$ cat config.mk
export PLATFORM = sky130hd
export DESIGN_NAME = serial_adder_flat
export DESIGN_NICKNAME = d
export VERILOG_FILES = /design/src/rtl/serial_adder_pkg.sv /design/src/rtl/serial_adder_if.sv /design/src/rtl/serial_adder_digit.sv /design/src/rtl/serial_adder.sv /design/src/flat_wrapper.sv
export SDC_FILE = /design/constraint.sdc
export NUM_CORES = 1
export LEC_CHECK = 0
export ABC_AREA = 0
export CORE_ASPECT_RATIO = 0.9
export CORE_UTILIZATION = 48
export CTS_CLUSTER_SIZE = 12
export DETAILED_ROUTE_END_ITERATION = 7
export PLACE_DENSITY = 0.77
export RECOVER_POWER = 50
export SLEW_MARGIN = 20
export SYNTH_ARGS = -nofsm -noshare
export SYNTH_HDL_FRONTEND = slang
export SYNTH_SLANG_ARGS = --single-unit
$ cat constraint.sdc
create_clock -name ck -period 1.41 [get_ports ck]
set_input_delay 0.282 -clock ck [delete_from_list [all_inputs] [get_ports ck]]
set_output_delay 0.282 -clock ck [all_outputs]
set_load 0.005 [all_outputs]
$ cat src/rtl/serial_adder_pkg.sv
// Shared types and elaboration helpers for the digit-serial adder.
// Optional subtract support is enabled by defining SERIAL_ADDER_SUB_EN.
package serial_adder_pkg;

  typedef enum logic [1:0] {
    IDLE = 2'd0,
    RUN  = 2'd1,
    DONE = 2'd2
  } sa_state_e;

  typedef struct packed {
    logic [31:0] n;
    logic [31:0] cw;
  } sa_geom_t;

  // Digit steps per operation and the counter width needed to index them
  function automatic sa_geom_t sa_geom(input int unsigned width, input int unsigned digit);
    sa_geom_t g;
    g.n  = (digit == 32'd0) ? 32'd1 : width / digit;
    g.cw = (g.n > 32'd1) ? 32'($clog2(g.n)) : 32'd1;
    return g;
  endfunction

  function automatic bit sa_params_ok(input int unsigned width, input int unsigned digit);
    return (width >= 32'd2) && (digit != 32'd0) && ((width % digit) == 32'd0);
  endfunction

endpackage

$ cat src/rtl/serial_adder_if.sv
// Operand/result handshake bundle for serial_adder; the sub field exists
// only when SERIAL_ADDER_SUB_EN is defined.
interface serial_adder_if #(
  parameter int WIDTH = 8
) ();
  logic             in_valid;
  logic             in_ready;
  logic [WIDTH-1:0] a;
  logic [WIDTH-1:0] b;
  logic             ci;
`ifdef SERIAL_ADDER_SUB_EN
  logic             sub;
`endif
  logic             out_valid;
  logic             out_ready;
  logic [WIDTH-1:0] s;
  logic             co;
  logic             ovf;

  modport master (
`ifdef SERIAL_ADDER_SUB_EN
    output sub,
`endif
    output in_valid, a, b, ci, out_ready,
    input  in_ready, out_valid, s, co, ovf
  );

  modport slave (
`ifdef SERIAL_ADDER_SUB_EN
    input  sub,
`endif
    input  in_valid, a, b, ci, out_ready,
    output in_ready, out_valid, s, co, ovf
  );
endinterface

$ cat src/rtl/serial_adder_digit.sv
// Combinational DIGIT-bit ripple slice; also exposes the carry into its MSB
// so the top level can derive signed overflow on the final digit.
module serial_adder_digit #(
  parameter int DIGIT = 1
) (
  input  logic [DIGIT-1:0] a,
  input  logic [DIGIT-1:0] b,
  input  logic             cin,
  output logic [DIGIT-1:0] sum,
  output logic             cout,
  output logic             cmsb
);
  logic [DIGIT:0] c_s;

  // Bit-by-bit ripple through the slice
  always_comb begin
    c_s    = '0;
    sum    = '0;
    c_s[0] = cin;
    for (int i = 0; i < DIGIT; i++) begin
      sum[i]   = a[i] ^ b[i] ^ c_s[i];
      c_s[i+1] = (a[i] & b[i]) | (a[i] & c_s[i]) | (b[i] & c_s[i]);
    end
  end

  assign cout = c_s[DIGIT];
  assign cmsb = c_s[DIGIT-1];
endmodule

$ cat src/rtl/serial_adder.sv
// Digit-serial two's-complement adder, DIGIT bits per clock, one operation
// in flight. Subtract mode is built in when SERIAL_ADDER_SUB_EN is defined.
module serial_adder
  import serial_adder_pkg::*;
#(
  parameter int WIDTH = 8,
  parameter int DIGIT = 1
) (
  input logic           ck,
  input logic           rst,
  serial_adder_if.slave bus
);
  localparam sa_geom_t      GEOM = sa_geom(WIDTH, DIGIT);
  localparam int            N    = int'(GEOM.n);
  localparam int            CW   = int'(GEOM.cw);
  localparam logic [CW-1:0] LAST = CW'(N - 1);

  if (!sa_params_ok(WIDTH, DIGIT)) begin : g_bad_params
    $error("serial_adder: WIDTH must be >= 2 and a multiple of DIGIT");
  end

  sa_state_e        state_r, state_s;
  logic             in_ready_r, in_ready_s, out_valid_r, out_valid_s;
  logic [WIDTH-1:0] a_r, b_r, s_r, s_next_s;
  logic             carry_r, co_r, ovf_r, sub_r, sub_s, accept_s;
  logic [CW-1:0]    cnt_r;
  logic [DIGIT-1:0] dsum_s;
  logic             dcout_s, dcmsb_s;

`ifdef SERIAL_ADDER_SUB_EN
  assign sub_s = bus.sub;
`else
  assign sub_s = 1'b0;
`endif

  assign accept_s = bus.in_valid & in_ready_r;

  serial_adder_digit #(.DIGIT(DIGIT)) u_digit (
    .a    (a_r[DIGIT-1:0]),
    .b    (b_r[DIGIT-1:0]),
    .cin  (carry_r),
    .sum  (dsum_s),
    .cout (dcout_s),
    .cmsb (dcmsb_s)
  );

  // New digits enter at the top so the LSB digit lands at bit 0 after N steps
  if (DIGIT == WIDTH) begin : g_one_step
    assign s_next_s = dsum_s;
  end else begin : g_multi_step
    assign s_next_s = {dsum_s, s_r[WIDTH-1:DIGIT]};
  end

  // State register
  always_ff @(posedge ck) begin
    if (rst) state_r <= IDLE;
    else     state_r <= state_s;
  end

  // Next-state logic
  always_comb begin
    state_s = state_r;
    case (state_r)
      IDLE:    if (accept_s) state_s = RUN; else state_s = IDLE;
      RUN:     if (cnt_r == LAST) state_s = DONE; else state_s = RUN;
      DONE:    if (out_valid_r && bus.out_ready) state_s = IDLE; else state_s = DONE;
      default: state_s = IDLE;
    endcase
  end

  // Handshake outputs decoded from the next state, registered below
  always_comb begin
    in_ready_s  = 1'b0;
    out_valid_s = 1'b0;
    case (state_s)
      IDLE:    in_ready_s  = 1'b1;
      DONE:    out_valid_s = 1'b1;
      default: begin
        in_ready_s  = 1'b0;
        out_valid_s = 1'b0;
      end
    endcase
  end

  // Handshake output flops; held low through reset
  always_ff @(posedge ck) begin
    if (rst) begin
      in_ready_r  <= 1'b0;
      out_valid_r <= 1'b0;
    end else begin
      in_ready_r  <= in_ready_s;
      out_valid_r <= out_valid_s;
    end
  end

  // Operand shifters, carry, digit counter and result capture
  always_ff @(posedge ck) begin
    if (rst) begin
      a_r     <= '0;
      b_r     <= '0;
      s_r     <= '0;
      carry_r <= 1'b0;
      cnt_r   <= '0;
      co_r    <= 1'b0;
      ovf_r   <= 1'b0;
      sub_r   <= 1'b0;
    end else begin
      case (state_r)
        IDLE: if (accept_s) begin
          a_r     <= bus.a;
          b_r     <= sub_s ? ~bus.b : bus.b;
          carry_r <= bus.ci ^ sub_s;
          cnt_r   <= '0;
          sub_r   <= sub_s;
        end
        RUN: begin
          a_r     <= a_r >> DIGIT;
          b_r     <= b_r >> DIGIT;
          s_r     <= s_next_s;
          carry_r <= dcout_s;
          cnt_r   <= cnt_r + CW'(1);
          if (cnt_r == LAST) begin
            // A subtract reports borrow, the complement of the final carry
            co_r  <= dcout_s ^ sub_r;
            ovf_r <= dcout_s ^ dcmsb_s;
          end
        end
        default: ;
      endcase
    end
  end

  assign bus.in_ready  = in_ready_r;
  assign bus.out_valid = out_valid_r;
  assign bus.s         = s_r;
  assign bus.co        = co_r;
  assign bus.ovf       = ovf_r;
endmodule

$ cat src/flat_wrapper.sv
// flat-port wrapper written by rule: the top's interface ports become plain ports
module serial_adder_flat import serial_adder_pkg::*;
#(
  parameter int WIDTH = 8,
  parameter int DIGIT = 1
)
  (ck, rst, bus_in_valid, bus_a, bus_b, bus_ci, bus_out_ready, bus_in_ready, bus_out_valid, bus_s, bus_co, bus_ovf);
  serial_adder_if #(.WIDTH(WIDTH)) bus_i ();
  input logic ck;
  input logic rst;
  input wire logic [$bits(bus_i.in_valid)-1:0] bus_in_valid;
  input wire logic [$bits(bus_i.a)-1:0] bus_a;
  input wire logic [$bits(bus_i.b)-1:0] bus_b;
  input wire logic [$bits(bus_i.ci)-1:0] bus_ci;
  input wire logic [$bits(bus_i.out_ready)-1:0] bus_out_ready;
  output wire logic [$bits(bus_i.in_ready)-1:0] bus_in_ready;
  output wire logic [$bits(bus_i.out_valid)-1:0] bus_out_valid;
  output wire logic [$bits(bus_i.s)-1:0] bus_s;
  output wire logic [$bits(bus_i.co)-1:0] bus_co;
  output wire logic [$bits(bus_i.ovf)-1:0] bus_ovf;
  assign bus_i.in_valid = bus_in_valid;
  assign bus_i.a = bus_a;
  assign bus_i.b = bus_b;
  assign bus_i.ci = bus_ci;
  assign bus_i.out_ready = bus_out_ready;
  assign bus_in_ready = bus_i.in_ready;
  assign bus_out_valid = bus_i.out_valid;
  assign bus_s = bus_i.s;
  assign bus_co = bus_i.co;
  assign bus_ovf = bus_i.ovf;
  serial_adder #(.WIDTH(WIDTH), .DIGIT(DIGIT)) u_core (.ck(ck), .rst(rst), .bus(bus_i));
endmodule
==> results.md <==
* Hold-fix buffers at CTS at 0
* Synthesized area at 1460 um^2
* LEAKAGE at 0.781 nW
* Root Driver: clkbuf_4
* Syn_nets at 195
* Critical path endpoint category: register
* Largest net degree at the start of global routing at 35
* Syn_area_per_cell at 8.55 um^2
* Fillers at 233
* WL final at 3.13 mm
* Most frequent cell after synthesis: nand2_1
* Seq pwr share at 53.2%
* Final core utilization at 69.6%
* RSZ-0062 raised after global routing: no
* Skew-Pair Late Insertion Delay at 0.33 ns
* Layout cell share with drive strength beyond 1 at 13.6%
* Setup WS post-layout at 0.105 ns
* Cell area after layout at 1960 um^2
* Num Clock Sinks at 34
* Num CTS Buffers at 5
* Post-synthesis cell type count at 22
* Initial Util at 52.0%
* CP Max Fanout at 3
* Clk buf depth at 2
* Complex-gate fraction of the synthesized area at 15.1%
* Top cell type by total area after synthesis: dfxtp_1
* First-pass DRT Iterations at 5
* TNS Setup at 0 ns
* Global-route wire length before repair at 5.13 mm
* GRT overflow at 0
* Setup-failing EPs final at 0
* Area grow syn2layout at 33.9%
* Worst-path clk slew at 0.11 ns
* CTS H-tree depth at 2
* Core ar. at 2820 um^2
* Worst-Margin Slew at 0.229 ns
* Final min period at 1.31 ns
* Ys flop type: dfxtp_1
* Post-synthesis mux area share at 0%
* Share of the synthesized area in the top cell type at 46.5%
* Adder-cell share of the synthesized area at 3.08%
* Internal Power at 1.47 mW
* PwrDens at 1030 nW/um^2
* DP Worst Slack at -0.174 ns
* Synth Area in Simple Gates at 27.5%
* Global Route Usage Sum at 21.5%
* Die area at 3270 um^2
* Peak supply drop at 621 uV
* Chip width at 60.2 um
* Final GP Congestion at 0.766
* Commonest cells post-synth: nand2_1 (54), dfxtp_1 (34), a21oi_1 (17), a311oi_1 (15), nor3_1 (15)
* Register area share after synthesis at 46.5%
* Worst hold path class: register to register
* WP data required at 1.66 ns
* I/O Buffers at 32
* Switching pwr at 0.540 mW
* Vias at 1,335
* Die height at 54.4 um
* Fmax at 766 MHz
* Vias in the first global route at 1,231
* Initial DRC Count at 76
* Nets@finish at 236
* Largest family of logic cells by synthesized area: simple AND/OR/NAND/NOR gates
* Multi-input gate area at 682 um^2
* Synth warnings at 0
* Final Slew Violations at 0
* FP Rows at 18
* Residual DRC count at 0
* Switching share of power at 26.8%
* HPWL after detailed placement at 2.08 mm
* Gate power share at 19.0%
* Number of synthesized flops with an enable pin at 0
* Diodes inserted at 0
* Power, Total at 2.02 mW
* IO Pins at 33
* CP Data Arrival Time at 1.56 ns
* Initial antenna violation count at 0
* Clock power share at 27.9%
* Wire per inst at 12.4 um
* Critical path class: register to register
* Ys async rst share at 0%
* ANT nets after route at 0
* Placed cell area at 1860 um^2
* Final Hold Fails at 0
* Via density per instance at 5.28
* Post-synthesis xor/xnor area fraction at 0.599%
* Synth area leaders: dfxtp_1 (47%), nand2_1 (14%), a311oi_1 (9.0%), a21oi_1 (5.8%), nor3_1 (5.1%)
* CTS tree: done
* Register Area at 683 um^2
* Crit path launch type: register
* Outcome: complete, no violations
* Synth Instances at 171
* Max_cap viols at 0
* Yosys reg bits at 34
* Max Clock Skew at 0.00963 ns
* Final period util at 92.6%
* Rel. slew slack at 84.6%
-- metal layers --
layer,global-route usage (%),wire length [um],vias up
li1,-,-,675
met1,24.0,1390,622
met2,37.4,1520,28
met3,6.38,152,10
met4,10.9,67,0
met5,0,0,-
-- registers in the layout, summed over array words and instances, names as in the netlist --
| signal | flops |
|---|---|
| u_core.a_r | 8 |
| u_core.b_r | 8 |
| u_core.bus.co | 1 |
| u_core.bus.in_ready | 1 |
| u_core.bus.out_valid | 1 |
| u_core.bus.ovf | 1 |
| u_core.bus.s | 8 |
| u_core.carry_r | 1 |
| u_core.cnt_r | 3 |
| u_core.state_r | 2 |
-- what timing repair did --
item	CTS	global route
setup buffers	7	0
setup endpoints to repair	12	1
hold endpoints to repair	0	0
cloned	0	0
gates resized for setup	23	1
-- cells in the final DEF, fill, tap and decap left out --
cell / instances
clkdlybuf4s50_1: 20
a21oi_1: 17
clkbuf_4: 6
clkbuf_1: 1
dfxtp_1: 32
nand3_1: 7
clkbuf_8: 1
nor3b_1: 1
nand4bb_4: 1
xor2_1: 1
and4bb_1: 1
dlygate4sd2_1: 12
nor3_1: 15
o21ai_0: 1
nor2b_1: 1
ha_1: 2
nand2b_1: 1
buf_4: 12
clkinv_2: 1
or2b_1: 1
nand2_1: 54
fa_2: 1
nor2b_2: 1
a311oi_1: 15
dfxtp_2: 2
buf_12: 4
nand3b_1: 2
-- cell families after synthesis --
| logic type | Yosys count |
|---|---|
| adders and majority gates | 3 |
| DFF | 34 |
| buffers and inverters | 15 |
| AOI/OAI and AO/OA | 33 |
| and+or+nand+nor | 85 |
| xor gates and xnor gates | 1 |
-- metrics by stage --
step | hold slack [ns] | cells
global route | 0.499 | 253
finish | 0.477 | 253
detailed placement | 0.463 | 238
global placement | 0.446 | 238
floorplan | 0.418 | 171
CTS | 0.468 | 253
-- worst paths after layout --
path | from | end | slack [ns] | depth (start not counted)
worst min-delay path | u_core.bus.co | u_core.bus.co | 0.48 | 2
worst max-delay path | u_core.a_r[0] | u_core.bus.ovf | 0.10 | 4
worst min register to register | u_core.bus.co | u_core.bus.co | 0.48 | 2
worst max register to register | u_core.a_r[0] | u_core.bus.ovf | 0.10 | 4
-- cell type report --
class	count	area share (%)
well taps	40	2.56
clock buffers	7	2.81
multi-input cells	122	34.8
flip-flops and latches	34	34.9
repair buffers	49	24.7
clock inverters	1	0.256
-- power groups by stage --
stage	Sequential [mW]	Combinational, mW	Clock (mW)
after floorplan	1.08	0.240	0
after global placement	1.09	0.367	0
after detailed placement	1.09	0.377	0
after CTS	1.07	0.382	0.571
after global routing	1.08	0.422	0.619
final	1.07	0.382	0.562
-- worst max-delay path: stages, from the launching register on --
cell,delay [ns]
dfxtp_1,0.35
fa_2,0.42
xor2_1,0.17
nand3_1,0.10
a21oi_1,0.18
No activity file was read; power rests on OpenSTA's default activity.
